`src/rtl/button_pkg.sv`:
```
// ---------------------------------------------------------------------------
// button_pkg
// Shared types and default timing constants for the push-button event logic.
//
// Contents:
//   button_state_t     - event FSM state encoding (IDLE / PRESSED / LONG_HELD)
//   DEFAULT_TICK_DIV   - system clock cycles per 1 ms tick (100 MHz board clock)
//   DEFAULT_LONG_MS    - hold time in ms before a long press is reported
//   DEFAULT_REPEAT_MS  - ms between auto-repeat events after a long press
// ---------------------------------------------------------------------------
package button_pkg;

    typedef enum logic [1:0] {
        IDLE      = 2'd0,
        PRESSED   = 2'd1,
        LONG_HELD = 2'd2
    } button_state_t;

    localparam int DEFAULT_TICK_DIV  = 100000;
    localparam int DEFAULT_LONG_MS   = 800;
    localparam int DEFAULT_REPEAT_MS = 200;

endpackage

```
`src/rtl/button_event_fsm_if.sv`:
```
// ---------------------------------------------------------------------------
// button_event_fsm_if
// Bundles the debounced button level going into the event FSM together with
// the synchronised level and the single-cycle events coming out of it.
//
// Signals:
//   debounced_button - debounced level from the slow_clock DFF chain
//   held             - button level after synchronisation into the clock domain
//   press_pulse      - one-cycle event on press
//   release_pulse    - one-cycle event on release
//   long_pulse       - one-cycle event when the hold reaches the long threshold
//   repeat_pulse     - one-cycle event every repeat period while still held
//
// Modports:
//   master - the side that supplies the button level and consumes events
//   slave  - the event FSM itself
// ---------------------------------------------------------------------------
interface button_event_fsm_if;

    logic debounced_button;
    logic held;
    logic press_pulse;
    logic release_pulse;
    logic long_pulse;
    logic repeat_pulse;

    modport master (
        output debounced_button,
        input  held,
        input  press_pulse,
        input  release_pulse,
        input  long_pulse,
        input  repeat_pulse
    );

    modport slave (
        input  debounced_button,
        output held,
        output press_pulse,
        output release_pulse,
        output long_pulse,
        output repeat_pulse
    );

endinterface

```
`src/rtl/button_event_fsm_tick_divider.sv`:
```
// ---------------------------------------------------------------------------
// tick_divider
// Free-running divider producing a one-cycle tick every TICK_DIV clocks.
// Also used by the display scan logic as its time base.
//
// Ports:
//   clock   - system clock, all logic on posedge
//   reset_n - synchronous, active-low reset; clears the count
//   ms_tick - high for one cycle while the count sits at TICK_DIV-1
// ---------------------------------------------------------------------------
module tick_divider #(
    parameter int TICK_DIV = 100000
) (
    input  logic clock,
    input  logic reset_n,
    output logic ms_tick
);

    localparam int CNT_W = (TICK_DIV > 1) ? $clog2(TICK_DIV) : 1;
    localparam logic [CNT_W-1:0] LAST_COUNT = CNT_W'(TICK_DIV - 1);

    logic [CNT_W-1:0] count;

    assign ms_tick = (count == LAST_COUNT);

    // Count 0..TICK_DIV-1 and wrap; never re-phased by anything but reset.
    always_ff @(posedge clock) begin
        if (!reset_n) begin
            count <= '0;
        end else if (ms_tick) begin
            count <= '0;
        end else begin
            count <= count + CNT_W'(1);
        end
    end

endmodule

```
`src/rtl/button_event_fsm.sv`:
```
// ---------------------------------------------------------------------------
// button_event_fsm
// Turns the debounced push-button level into single-cycle events in the
// system clock domain: press, release, long press and auto-repeat while
// held. Each physical press yields exactly one press/release pair, so the
// mode-select logic downstream can act on the pulses directly.
//
// Parameters:
//   TICK_DIV  - clock cycles per 1 ms tick
//   LONG_MS   - hold time in ms before long_pulse fires
//   REPEAT_MS - ms between repeat_pulse events after long_pulse
//
// Ports:
//   clock   - system clock, all logic on posedge
//   reset_n - synchronous, active-low reset; clears all state and outputs
//   bus     - slave side of button_event_fsm_if (button level in, events out)
// ---------------------------------------------------------------------------
module button_event_fsm
    import button_pkg::*;
#(
    parameter int TICK_DIV  = DEFAULT_TICK_DIV,
    parameter int LONG_MS   = DEFAULT_LONG_MS,
    parameter int REPEAT_MS = DEFAULT_REPEAT_MS
) (
    input  logic               clock,
    input  logic               reset_n,
    button_event_fsm_if.slave  bus
);

    localparam int HOLD_W = $clog2(LONG_MS + 1);
    localparam int REP_W  = $clog2(REPEAT_MS + 1);

    localparam logic [HOLD_W-1:0] HOLD_LIMIT = HOLD_W'(LONG_MS);
    localparam logic [REP_W-1:0]  REP_LIMIT  = REP_W'(REPEAT_MS);

    logic sync1;
    logic sync2;
    logic prev;
    logic rise;
    logic fall;
    logic ms_tick;

    button_state_t state;
    button_state_t state_next;

    logic [HOLD_W-1:0] hold_cnt;
    logic [HOLD_W-1:0] hold_next;
    logic [HOLD_W-1:0] hold_inc;
    logic [REP_W-1:0]  rep_cnt;
    logic [REP_W-1:0]  rep_next;
    logic [REP_W-1:0]  rep_inc;

    logic press_q;
    logic release_q;
    logic long_q;
    logic repeat_q;
    logic press_d;
    logic release_d;
    logic long_d;
    logic repeat_d;

    // Two-flop synchroniser for the asynchronous button level, plus the
    // previous-value register used for edge detection.
    always_ff @(posedge clock) begin
        if (!reset_n) begin
            sync1 <= 1'b0;
            sync2 <= 1'b0;
            prev  <= 1'b0;
        end else begin
            sync1 <= bus.debounced_button;
            sync2 <= sync1;
            prev  <= sync2;
        end
    end

    assign rise = sync2 & ~prev;
    assign fall = ~sync2 & prev;

    tick_divider #(
        .TICK_DIV (TICK_DIV)
    ) u_tick_divider (
        .clock   (clock),
        .reset_n (reset_n),
        .ms_tick (ms_tick)
    );

    // Neither counter is ever incremented past its limit, so these cannot wrap.
    assign hold_inc = hold_cnt + HOLD_W'(1);
    assign rep_inc  = rep_cnt + REP_W'(1);

    // State, counters and registered event outputs.
    always_ff @(posedge clock) begin
        if (!reset_n) begin
            state     <= IDLE;
            hold_cnt  <= '0;
            rep_cnt   <= '0;
            press_q   <= 1'b0;
            release_q <= 1'b0;
            long_q    <= 1'b0;
            repeat_q  <= 1'b0;
        end else begin
            state     <= state_next;
            hold_cnt  <= hold_next;
            rep_cnt   <= rep_next;
            press_q   <= press_d;
            release_q <= release_d;
            long_q    <= long_d;
            repeat_q  <= repeat_d;
        end
    end

    // Next-state and event decode. A fall is checked before the ms tick, so a
    // release landing on the same cycle as a threshold suppresses the
    // long/repeat event; this also keeps the four events mutually exclusive.
    always_comb begin
        state_next = state;
        hold_next  = hold_cnt;
        rep_next   = rep_cnt;
        press_d    = 1'b0;
        release_d  = 1'b0;
        long_d     = 1'b0;
        repeat_d   = 1'b0;

        case (state)
            IDLE: begin
                if (rise) begin
                    press_d    = 1'b1;
                    hold_next  = '0;
                    state_next = PRESSED;
                end
            end

            PRESSED: begin
                if (fall) begin
                    release_d  = 1'b1;
                    state_next = IDLE;
                end else if (ms_tick) begin
                    hold_next = hold_inc;
                    if (hold_inc == HOLD_LIMIT) begin
                        long_d     = 1'b1;
                        rep_next   = '0;
                        state_next = LONG_HELD;
                    end
                end
            end

            LONG_HELD: begin
                if (fall) begin
                    release_d  = 1'b1;
                    state_next = IDLE;
                end else if (ms_tick) begin
                    if (rep_inc == REP_LIMIT) begin
                        repeat_d = 1'b1;
                        rep_next = '0;
                    end else begin
                        rep_next = rep_inc;
                    end
                end
            end

            default: begin
                state_next = IDLE;
            end
        endcase
    end

    assign bus.held          = sync2;
    assign bus.press_pulse   = press_q;
    assign bus.release_pulse = release_q;
    assign bus.long_pulse    = long_q;
    assign bus.repeat_pulse  = repeat_q;

    // Simulation-only guard on the timing parameters.
    always @(posedge clock) begin
        param_check: assert (LONG_MS >= 1 && REPEAT_MS >= 1 && TICK_DIV >= 2)
            else $error("button_event_fsm: need LONG_MS>=1, REPEAT_MS>=1, TICK_DIV>=2");
    end

endmodule

```
`src/flat_wrapper.sv`:
```
// flat-port wrapper written by rule: the top's interface ports become plain ports
module button_event_fsm_flat import button_pkg::*;
#(
    parameter int TICK_DIV  = DEFAULT_TICK_DIV,
    parameter int LONG_MS   = DEFAULT_LONG_MS,
    parameter int REPEAT_MS = DEFAULT_REPEAT_MS
)
  (clock, reset_n, bus_debounced_button, bus_held, bus_press_pulse, bus_release_pulse, bus_long_pulse, bus_repeat_pulse);
  button_event_fsm_if bus_i ();
  input  logic clock;
  input  logic reset_n;
  input wire logic [$bits(bus_i.debounced_button)-1:0] bus_debounced_button;
  output wire logic [$bits(bus_i.held)-1:0] bus_held;
  output wire logic [$bits(bus_i.press_pulse)-1:0] bus_press_pulse;
  output wire logic [$bits(bus_i.release_pulse)-1:0] bus_release_pulse;
  output wire logic [$bits(bus_i.long_pulse)-1:0] bus_long_pulse;
  output wire logic [$bits(bus_i.repeat_pulse)-1:0] bus_repeat_pulse;
  assign bus_i.debounced_button = bus_debounced_button;
  assign bus_held = bus_i.held;
  assign bus_press_pulse = bus_i.press_pulse;
  assign bus_release_pulse = bus_i.release_pulse;
  assign bus_long_pulse = bus_i.long_pulse;
  assign bus_repeat_pulse = bus_i.repeat_pulse;
  button_event_fsm #(.TICK_DIV(TICK_DIV), .LONG_MS(LONG_MS), .REPEAT_MS(REPEAT_MS)) u_core (.clock(clock), .reset_n(reset_n), .bus(bus_i));
endmodule
```
`config.mk`:
```
export PLATFORM = sky130hd
export DESIGN_NAME = button_event_fsm_flat
export DESIGN_NICKNAME = d
export VERILOG_FILES = /design/src/rtl/button_pkg.sv /design/src/rtl/button_event_fsm_if.sv /design/src/rtl/button_event_fsm_tick_divider.sv /design/src/rtl/button_event_fsm.sv /design/src/flat_wrapper.sv
export SDC_FILE = /design/constraint.sdc
export NUM_CORES = 1
export LEC_CHECK = 0
export CORE_MARGIN = 5
export CORE_UTILIZATION = 47
export CTS_CLUSTER_DIAMETER = 50
export DETAILED_ROUTE_END_ITERATION = 12
export HOLD_SLACK_MARGIN = 0.03
export MAX_ROUTING_LAYER = met4
export PLACE_DENSITY = 0.71
export SYNTH_ARGS = -nofsm -noshare
export SYNTH_HDL_FRONTEND = slang
export SYNTH_SLANG_ARGS = --single-unit
```
`constraint.sdc`:
```
create_clock -name clock -period 5.5 [get_ports clock]
set_input_delay 1.65 -clock clock [delete_from_list [all_inputs] [get_ports clock]]
set_output_delay 1.65 -clock clock [all_outputs]
set_load 0.05 [all_outputs]
```
==> flow_metrics.py, run 1 <==
metrics = {
    "floorplanning": {
        "dieWidth_um": 81.7,
        "pin_count": 8,
        "fp.dieH_um": 81.7,
        "dieArea_um2": 6670,
        "start_util": 0.479,
        "rows": 26,
        "core_area_um2": 5040,
    },
    "global_route": {
        "grt_max_degree": 22,
        "overflow": 0,
        "grt_usage": 0.169,
        "grt_pass1_wl_um": 8650,
        "grt_pass1_vias": 1808,
        "grt_antenna_before_repair": 0,
    },
    "route": {
        "drc": 0,
        "firstDrtPassIters": 4,
        "wl_per_cell_um": 14.2,
        "vias": 2008,
        "drt-initial-drc-count": 107,
        "postRouteAntennaNets": 0,
        "vias_per_cell": 5.75,
        "drt_wl_total_um": 4970,
    },
    "clock_tree": {
        "cts-buffers-inserted": 5,
        "cts-root-buf": "clkbuf_8",
        "cts_max_level": 2,
        "cts_tree": "done",
        "ctsHoldBuffers": 0,
        "cts_setup_buffers": 0,
        "cts_sinks": 44,
        "clkSlewWorstSetupHoldPaths_ns": 0.08,
        "worst_skew_pair.late_latency_ns": 0.30,
        "cts_resized": 0,
        "clock_path_buffers": 2,
    },
    "yosys": {
        "syn_nets": 286,
        "syn_inst": 276,
        "synth_edf_count": 0,
        "synth_fa_ha_area_frac": 0.0363,
        "synth_area_um2": 2420,
        "synthArstFlopShare": 0,
        "synth_commonest_cells": "dfxtp_1, nand2_1, nor2_1",
        "synth-xor-area-share": 0.0508,
        "synth_seq_cells": 44,
        "yosys_warnings": 0,
        "syn_area_per_cell_um2": 8.75,
        "synth_compound_area_frac": 0.176,
        "ys.flop_type": "dfxtp_1",
        "synthDistinctLibCells": 62,
        "yosysMostFrequentCell": "dfxtp_1",
        "synth_top_family_by_area": "simple AND/OR/NAND/NOR gates",
        "synth_top_cell_area_share": 0.365,
        "yosys.area_share.simple": 0.332,
        "synth_largest_area_cell": "dfxtp_1",
        "synthMuxAreaShare": 0.00570,
        "ys_top_cells_by_area": "dfxtp_1, nand2_1, xor2_1",
        "yosysSeqAreaShare": 0.365,
    },
    "power": {
        "power_density_nw_per_um2": 231,
        "cellLeakagePower_nw": 0.913,
        "ir_worst_vdd_v": 0.000121,
        "power_mw": 0.606,
    },
    "finish": {
        "drive_gt1_frac": 0.111,
        "diodes": 0,
        "nets": 288,
        "area_delta_synth_final_pct": 8.65,
        "postLayoutCellArea_um2": 2630,
        "final_util": 0.521,
    },
    "job": {
        "maxCapViolations": 0,
    },
    "timing": {
        "rsz0062_at_grt": "no",
        "min_period_ns": 3.19,
        "max_freq_mhz": 313,
        "finalSetupViolCount": 0,
        "drv_slew": 0,
        "finalHoldViolations": 0,
        "timing.slew.headroom": 0.489,
        "whs_ns": 0.444,
        "fin_crit_sh": 0.581,
        "tns_ns": 0,
        "tightest_slew_ns": 0.766,
        "finClkSkew_ns": 0.00433,
    },
    "critical_path": {
        "crit_chain": "clkdlybuf4s50_1",
        "cp-start-kind": "flip-flop",
        "setup.worst_path.class": "flip-flop to primary output",
        "critPathCaptureType": "primary output",
        "cp.arrival_ns": 1.54,
        "critPathTopFamily": "buffers and inverters",
        "slowest_delay_ns": 0.84,
        "slowest_stage": "clkdlybuf4s50_1",
        "path_max_fanout": 5,
        "cp_num_buf_inv": 1,
        "required_ns": 3.85,
    },
    "worst_hold_path": {
        "hold_path_class": "flip-flop to flip-flop",
    },
    "place": {
        "gp_congestion": 0.851,
        "place_hpwl_um": 3380,
        "io_buffers": 7,
        "place_area_um2": 2520,
    },
    "status": {
        "status": "completed",
    },
}
-- state kept, by name, indices dropped and copies added, names as in the netlist --
signal                       cells
u_core.prev                      1
u_core.bus.held                  1
u_core.bus.long_pulse            1
u_core.bus.repeat_pulse          1
u_core.rep_cnt                   8
u_core.hold_cnt                 10
u_core.bus.press_pulse           1
u_core.bus.release_pulse         1
u_core.sync1                     1
u_core.u_tick_divider.count     17
u_core.state                     2
-- layout by cell type, fill, tap and decap left out, drive strengths merged, types with 4 or more instances in the layout --
master         instances
dfxtp                 44
nand2                 30
nor2                  28
nand3                 14
nand4                 14
xor2                  11
a21oi                 10
o31ai                 10
o21ai                 10
and3                   9
ha                     7
clkdlybuf4s50          7
a31o                   7
and4                   6
clkbuf                 6
and2                   5
nor3                   5
inv                    4
-- power breakdown --
group          leakage [nW]  internal, mW  switching, mW  total [mW]
Combinational         0.502        0.0106         0.0229      0.0335
Clock                0.0552         0.135          0.111       0.246
Sequential            0.356         0.322        0.00391       0.326
-- stage by stage --
stage          setup slack, ns  std cells
2_1_floorplan             3.09        276
3_3_place_gp              2.22        341
3_5_place_dp              2.18        341
4_1_cts                   2.29        349
5_1_grt                   2.24        349
6_report                  2.31        349
-- worst paths after layout --
kind	startpoint	to	slack, ns	cells past startpoint
worst max-delay path	u_core.bus.held$_SDFF_PN0_	bus_held	2.31	1
worst min-delay path	u_core.sync1$_SDFF_PN0_	u_core.bus.held$_SDFF_PN0_	0.44	1
worst max register to register	u_core.state[0]$_SDFFE_PN0P_	u_core.rep_cnt[3]$_SDFFE_PN0P_	3.33	5
worst min register to register	u_core.sync1$_SDFF_PN0_	u_core.bus.held$_SDFF_PN0_	0.44	1
-- area by class of cell --
type,instances,area (um^2)
Clock buffer,6,72.6
Sequential cell,44,881
Tap cell,70,87.6
Timing Repair Buffer,8,77.6
Inverter,5,18.8
Fill cell,479,2420
Clock inverter,2,35.0
Multi-Input combinational cell,214,1450
-- cells by family (layout without fill, tap and decap cells) --
| logic type | after synthesis | after routing |
|---|---|---|
| buffers and inverters | 18 | 21 |
| flip-flops | 44 | 44 |
| AND/OR/NAND/NOR | 135 | 135 |
| XOR/XNOR | 14 | 14 |
| adder cells (fa/ha/maj) | 7 | 7 |
| AO/OA/AOI/OAI | 57 | 57 |
| multiplexers | 1 | 1 |
-- routing by layer --
layer,part of all wire,global-route usage,wire length [um],vias up
li1,-,-,-,1020
met1,0.52,0.228,2560,937
met2,0.44,0.250,2170,40
met3,0.033,0.0395,166,11
met4,0.014,0.0548,70,0
met5,0,-,0,-
Note: power is estimated with default switching activity, not from simulation.
==> inputs of run 2 (changes only) <==
==> constraint.sdc (replaced) <==
create_clock -name clock -period 3.3 [get_ports clock]
set_input_delay 0.99 -clock clock [delete_from_list [all_inputs] [get_ports clock]]
set_output_delay 0.99 -clock clock [all_outputs]
set_load 0.05 [all_outputs]
==> flow_metrics.py, run 2 (synthesis results as in run 1) <==
metrics = {
    "status": {
        "status": "completed",
    },
    "finish": {
        "largest_register": "u_core.u_tick_divider.count",
        "drive_gt1_frac": 0.115,
        "diodes": 0,
        "reg_top3": "u_core.u_tick_divider.count x17, u_core.hold_cnt x10, u_core.rep_cnt x8",
        "fillers": 489,
        "multiInputGateArea_um2": 1450,
        "seq_area_um2": 881,
        "final_util": 0.521,
        "final_cell_mix": "dfxtp_1, nand2_1, nor2_1",
        "area_delta_synth_final_pct": 8.80,
        "final_common_cell": "dfxtp_1",
        "nets": 288,
        "largest_reg_flops": 17,
    },
    "worst_hold_path": {
        "hold_path_class": "flip-flop to flip-flop",
    },
    "timing": {
        "min_period_ns": 2.56,
        "drv_slew": 0,
        "timing.slew.headroom": 0.485,
        "tightest_slew_ns": 0.772,
        "whs_ns": 0.440,
        "finalHoldViolations": 0,
        "fin_crit_sh": 0.774,
        "max_freq_mhz": 391,
        "rsz0062_at_grt": "no",
        "finClkSkew_ns": 0.00392,
        "tns_ns": 0,
        "finalSetupViolCount": 0,
    },
    "power": {
        "cellLeakagePower_nw": 0.912,
        "pwr-share-clk": 0.410,
        "pwr-share-comb": 0.055,
        "swShare": 0.234,
        "internal-power_mw": 0.779,
        "ir_worst_vdd_v": 0.000335,
        "seq_power_share": 0.535,
        "switchingPower_mw": 0.238,
        "power_density_nw_per_um2": 387,
        "power_mw": 1.02,
    },
    "floorplanning": {
        "rows": 26,
        "start_util": 0.479,
        "fp.dieH_um": 81.7,
        "dieArea_um2": 6670,
        "pin_count": 8,
        "core_area_um2": 5040,
        "dieWidth_um": 81.7,
    },
    "critical_path": {
        "required_ns": 2.31,
        "setup.worst_path.class": "flip-flop to primary output",
        "cp_num_buf_inv": 1,
        "critPathCaptureType": "primary output",
        "path_max_fanout": 5,
        "critPathTopFamily": "buffers and inverters",
        "slowest_delay_ns": 0.84,
        "cp.arrival_ns": 1.57,
        "cp-start-kind": "flip-flop",
        "crit_chain": "clkdlybuf4s50_1",
        "slowest_stage": "clkdlybuf4s50_1",
    },
    "route": {
        "drc": 0,
        "postRouteAntennaNets": 0,
        "drt-initial-drc-count": 160,
        "vias": 2020,
        "wl_per_cell_um": 14.6,
        "vias_per_cell": 5.79,
        "drt_wl_total_um": 5090,
        "firstDrtPassIters": 4,
    },
    "clock_tree": {
        "cts_sinks": 44,
        "ctsHoldBuffers": 0,
        "cts-root-buf": "clkbuf_8",
        "worst_skew_pair.late_latency_ns": 0.30,
        "cts_tree": "done",
        "cts-buffers-inserted": 5,
        "cts_max_level": 2,
        "clock_path_buffers": 2,
        "cts_setup_buffers": 0,
        "cts_resized": 0,
        "clkSlewWorstSetupHoldPaths_ns": 0.08,
    },
    "place": {
        "io_buffers": 7,
        "gp_congestion": 0.839,
        "place_hpwl_um": 3510,
    },
    "global_route": {
        "grt_antenna_before_repair": 0,
        "grt_pass1_wl_um": 8880,
        "grt_pass1_vias": 1887,
        "overflow": 0,
        "grt_max_degree": 22,
        "grt_usage": 0.172,
    },
    "job": {
        "maxCapViolations": 0,
    },
}
==> run 2: worst reg2reg max path, cell delays in order, from the launching register on <==
cell and delay [ns]:
dfxtp_1 0.35, inv_1 0.10, ha_1 0.43, clkinv_1 0.37, o22a_1 0.41, a311oi_1 0.31
o21ai_1 0.08
==> run 2: worst paths after layout <==
| path | startpoint | slack [ns] | cells after the start | to |
|---|---|---|---|---|
| setup / recovery | u_core.bus.held$_SDFF_PN0_ | 0.74 | 1 | bus_held |
| hold / removal | u_core.sync1$_SDFF_PN0_ | 0.44 | 1 | u_core.bus.held$_SDFF_PN0_ |
| setup reg to reg | u_core.state[0]$_SDFFE_PN0P_ | 1.16 | 6 | u_core.rep_cnt[3]$_SDFFE_PN0P_ |
| hold reg to reg | u_core.sync1$_SDFF_PN0_ | 0.44 | 1 | u_core.bus.held$_SDFF_PN0_ |
==> run 2: metrics by stage <==
step | area, um^2 | worst slack (ns) | cells
floorplan | 2420 | 1.49 | 276
global placement | 2520 | 0.784 | 341
detailed placement | 2520 | 0.734 | 341
CTS | 2630 | 0.726 | 349
global route | 2630 | 0.677 | 349
finish | 2630 | 0.744 | 349
==> run 2: layer usage <==
layer | GRT usage | part of all wire | up-vias
li1 | - | - | 1023
met2 | 0.267 | 0.46 | 35
met3 | 0.0384 | 0.035 | 6
met5 | - | 0 | -
met4 | 0.0515 | 0.013 | 0
met1 | 0.223 | 0.50 | 956
==> run 2: power by group through the flow <==
stage                     Combinational, mW  Clock (mW)  Sequential [mW]
after floorplan                      0.0383           0            0.558
after global placement               0.0549           0            0.556
after detailed placement             0.0564           0            0.556
after CTS                            0.0567       0.426            0.544
after global routing                 0.0613       0.450            0.545
final                                0.0563       0.417            0.544
==> run 2: area by class of cell <==
type / count / area share
repair buffers: 8 / 0.0295
multi-input cells: 214 / 0.553
clock buffers: 5 / 0.0262
inverters: 5 / 0.00714
well taps: 70 / 0.0333
flip-flops and latches: 44 / 0.335
clock inverters: 3 / 0.0162
==> inputs of run 3 (changes only) <==
--- a/config.mk
+++ b/config.mk
@@ -11,7 +11,7 @@
 export DETAILED_ROUTE_END_ITERATION = 12
 export HOLD_SLACK_MARGIN = 0.03
 export MAX_ROUTING_LAYER = met4
-export PLACE_DENSITY = 0.71
+export PLACE_DENSITY = 0.73
 export SYNTH_ARGS = -nofsm -noshare
 export SYNTH_HDL_FRONTEND = slang
 export SYNTH_SLANG_ARGS = --single-unit
==> constraint.sdc (replaced) <==
create_clock -name clock -period 2.1 [get_ports clock]
set_input_delay 0.63 -clock clock [delete_from_list [all_inputs] [get_ports clock]]
set_output_delay 0.63 -clock clock [all_outputs]
set_load 0.05 [all_outputs]
==> flow_metrics.py, run 3 (synthesis results as in run 1) <==
metrics = {
    "clock_tree": {
        "ctsHoldBuffers": 0,
        "worst_skew_pair.late_latency_ns": 0.30,
        "cts_tree": "done",
        "clock_path_buffers": 2,
        "cts_setup_buffers": 0,
        "cts_sinks": 44,
        "cts_max_level": 2,
        "clkSlewWorstSetupHoldPaths_ns": 0.09,
        "cts_resized": 0,
        "cts-buffers-inserted": 5,
        "cts-root-buf": "clkbuf_8",
    },
    "timing": {
        "max_freq_mhz": 490,
        "min_period_ns": 2.04,
        "finalHoldViolations": 0,
        "fin_crit_sh": 0.971,
        "tns_ns": 0,
        "timing.slew.headroom": 0.648,
        "tightest_slew_ns": 0.524,
        "finClkSkew_ns": 0.00648,
        "rsz0062_at_grt": "no",
        "finalSetupViolCount": 0,
        "whs_ns": 0.442,
        "drv_slew": 0,
    },
    "route": {
        "drc": 0,
        "postRouteAntennaNets": 0,
        "drt_wl_total_um": 4970,
        "wl_per_cell_um": 13.9,
        "drt-initial-drc-count": 96,
        "vias_per_cell": 5.68,
        "vias": 2026,
        "firstDrtPassIters": 4,
    },
    "finish": {
        "drive_gt1_frac": 0.150,
        "diodes": 0,
        "reg_top3": "u_core.u_tick_divider.count x17, u_core.hold_cnt x10, u_core.rep_cnt x8",
        "final_cell_mix": "dfxtp_1, nand2_1, nor2_1",
        "largest_reg_flops": 17,
        "nets": 296,
        "final_common_cell": "dfxtp_1",
        "largest_register": "u_core.u_tick_divider.count",
        "area_delta_synth_final_pct": 11.1,
    },
    "place": {
        "io_buffers": 7,
        "place_hpwl_um": 3530,
        "gp_congestion": 0.820,
    },
    "power": {
        "pwr-share-comb": 0.060,
        "pwr-share-clk": 0.412,
        "ir_worst_vdd_v": 0.000490,
        "seq_power_share": 0.528,
        "power_density_nw_per_um2": 603,
        "swShare": 0.234,
        "cellLeakagePower_nw": 0.958,
        "switchingPower_mw": 0.379,
        "internal-power_mw": 1.24,
    },
    "global_route": {
        "overflow": 0,
        "grt_pass1_vias": 1868,
        "grt_pass1_wl_um": 8700,
        "grt_usage": 0.170,
        "grt_max_degree": 16,
        "grt_antenna_before_repair": 0,
    },
    "critical_path": {
        "critPathTopFamily": "buffers and inverters",
        "required_ns": 1.47,
        "crit_chain": "clkdlybuf4s50_1",
        "cp.arrival_ns": 1.41,
        "cp-start-kind": "flip-flop",
        "path_max_fanout": 1,
        "slowest_stage": "clkdlybuf4s50_1",
        "cp_num_buf_inv": 1,
        "slowest_delay_ns": 0.79,
        "setup.worst_path.class": "flip-flop to primary output",
        "critPathCaptureType": "primary output",
    },
    "status": {
        "status": "completed",
    },
    "floorplanning": {
        "fp.dieH_um": 81.7,
        "rows": 26,
        "start_util": 0.479,
        "dieWidth_um": 81.7,
        "dieArea_um2": 6670,
        "core_area_um2": 5040,
        "pin_count": 8,
    },
    "job": {
        "maxCapViolations": 0,
    },
    "worst_hold_path": {
        "hold_path_class": "flip-flop to flip-flop",
    },
}
-- run 3: changes by cell type in the layout (fill, tap and decap cells not counted) --
cell	previous run	this run
buf_4	1	12
clkdlybuf4s50_1	7	4
clkinv_2	1	0
inv_6	0	1
-- run 3: layer usage --
layer / vias up / GRT usage / wire length (um)
li1: 1037 / - / -
met5: - / - / 0
met2: 32 / 0.256 / 2180
met1: 950 / 0.230 / 2550
met4: 0 / 0.0565 / 71
met3: 7 / 0.0329 / 163
-- run 3: worst paths after layout --
path,from,to,slack (ns),cells past startpoint
hold reg to reg,u_core.sync1$_SDFF_PN0_,u_core.bus.held$_SDFF_PN0_,0.44,1
setup / recovery,u_core.bus.press_pulse$_SDFF_PN0_,bus_press_pulse,0.06,1
hold / removal,u_core.sync1$_SDFF_PN0_,u_core.bus.held$_SDFF_PN0_,0.44,1
setup reg to reg,u_core.u_tick_divider.count[0]$_SDFF_PP0_,u_core.rep_cnt[4]$_SDFFE_PN0P_,0.19,6
-- run 3: power groups by stage --
stage	Combinational, mW	Clock, mW	Sequential [mW]
4_1_cts	0.0969	0.683	0.855
2_1_floorplan	0.0601	0	0.876
3_5_place_dp	0.0958	0	0.874
6_report	0.0968	0.666	0.855
5_1_grt	0.106	0.720	0.857
3_3_place_gp	0.0969	0	0.873
-- run 3: cell type report --
class                      instances  area, um^2
fill                             474        2360
clock inverter                     3        46.3
tap                               70        87.6
multi-input combinational        214        1450
timing repair buffer              16         130
clock buffer                       5        68.8
inverter                           5        18.8
sequential                        44         881
-- run 3: metrics by stage --
stage | setup slack (ns) | cells | util | area, um^2 | total power [mW]
final | 0.0600 | 357 | 0.533 | 2690 | 1.62
after global placement | 0.249 | 349 | 0.510 | 2570 | 0.970
after global routing | 0.0182 | 357 | 0.533 | 2690 | 1.68
after detailed placement | 0.242 | 349 | 0.510 | 2570 | 0.970
after floorplan | 0.286 | 276 | - | 2420 | 0.936
after CTS | 0.0469 | 357 | 0.533 | 2690 | 1.63
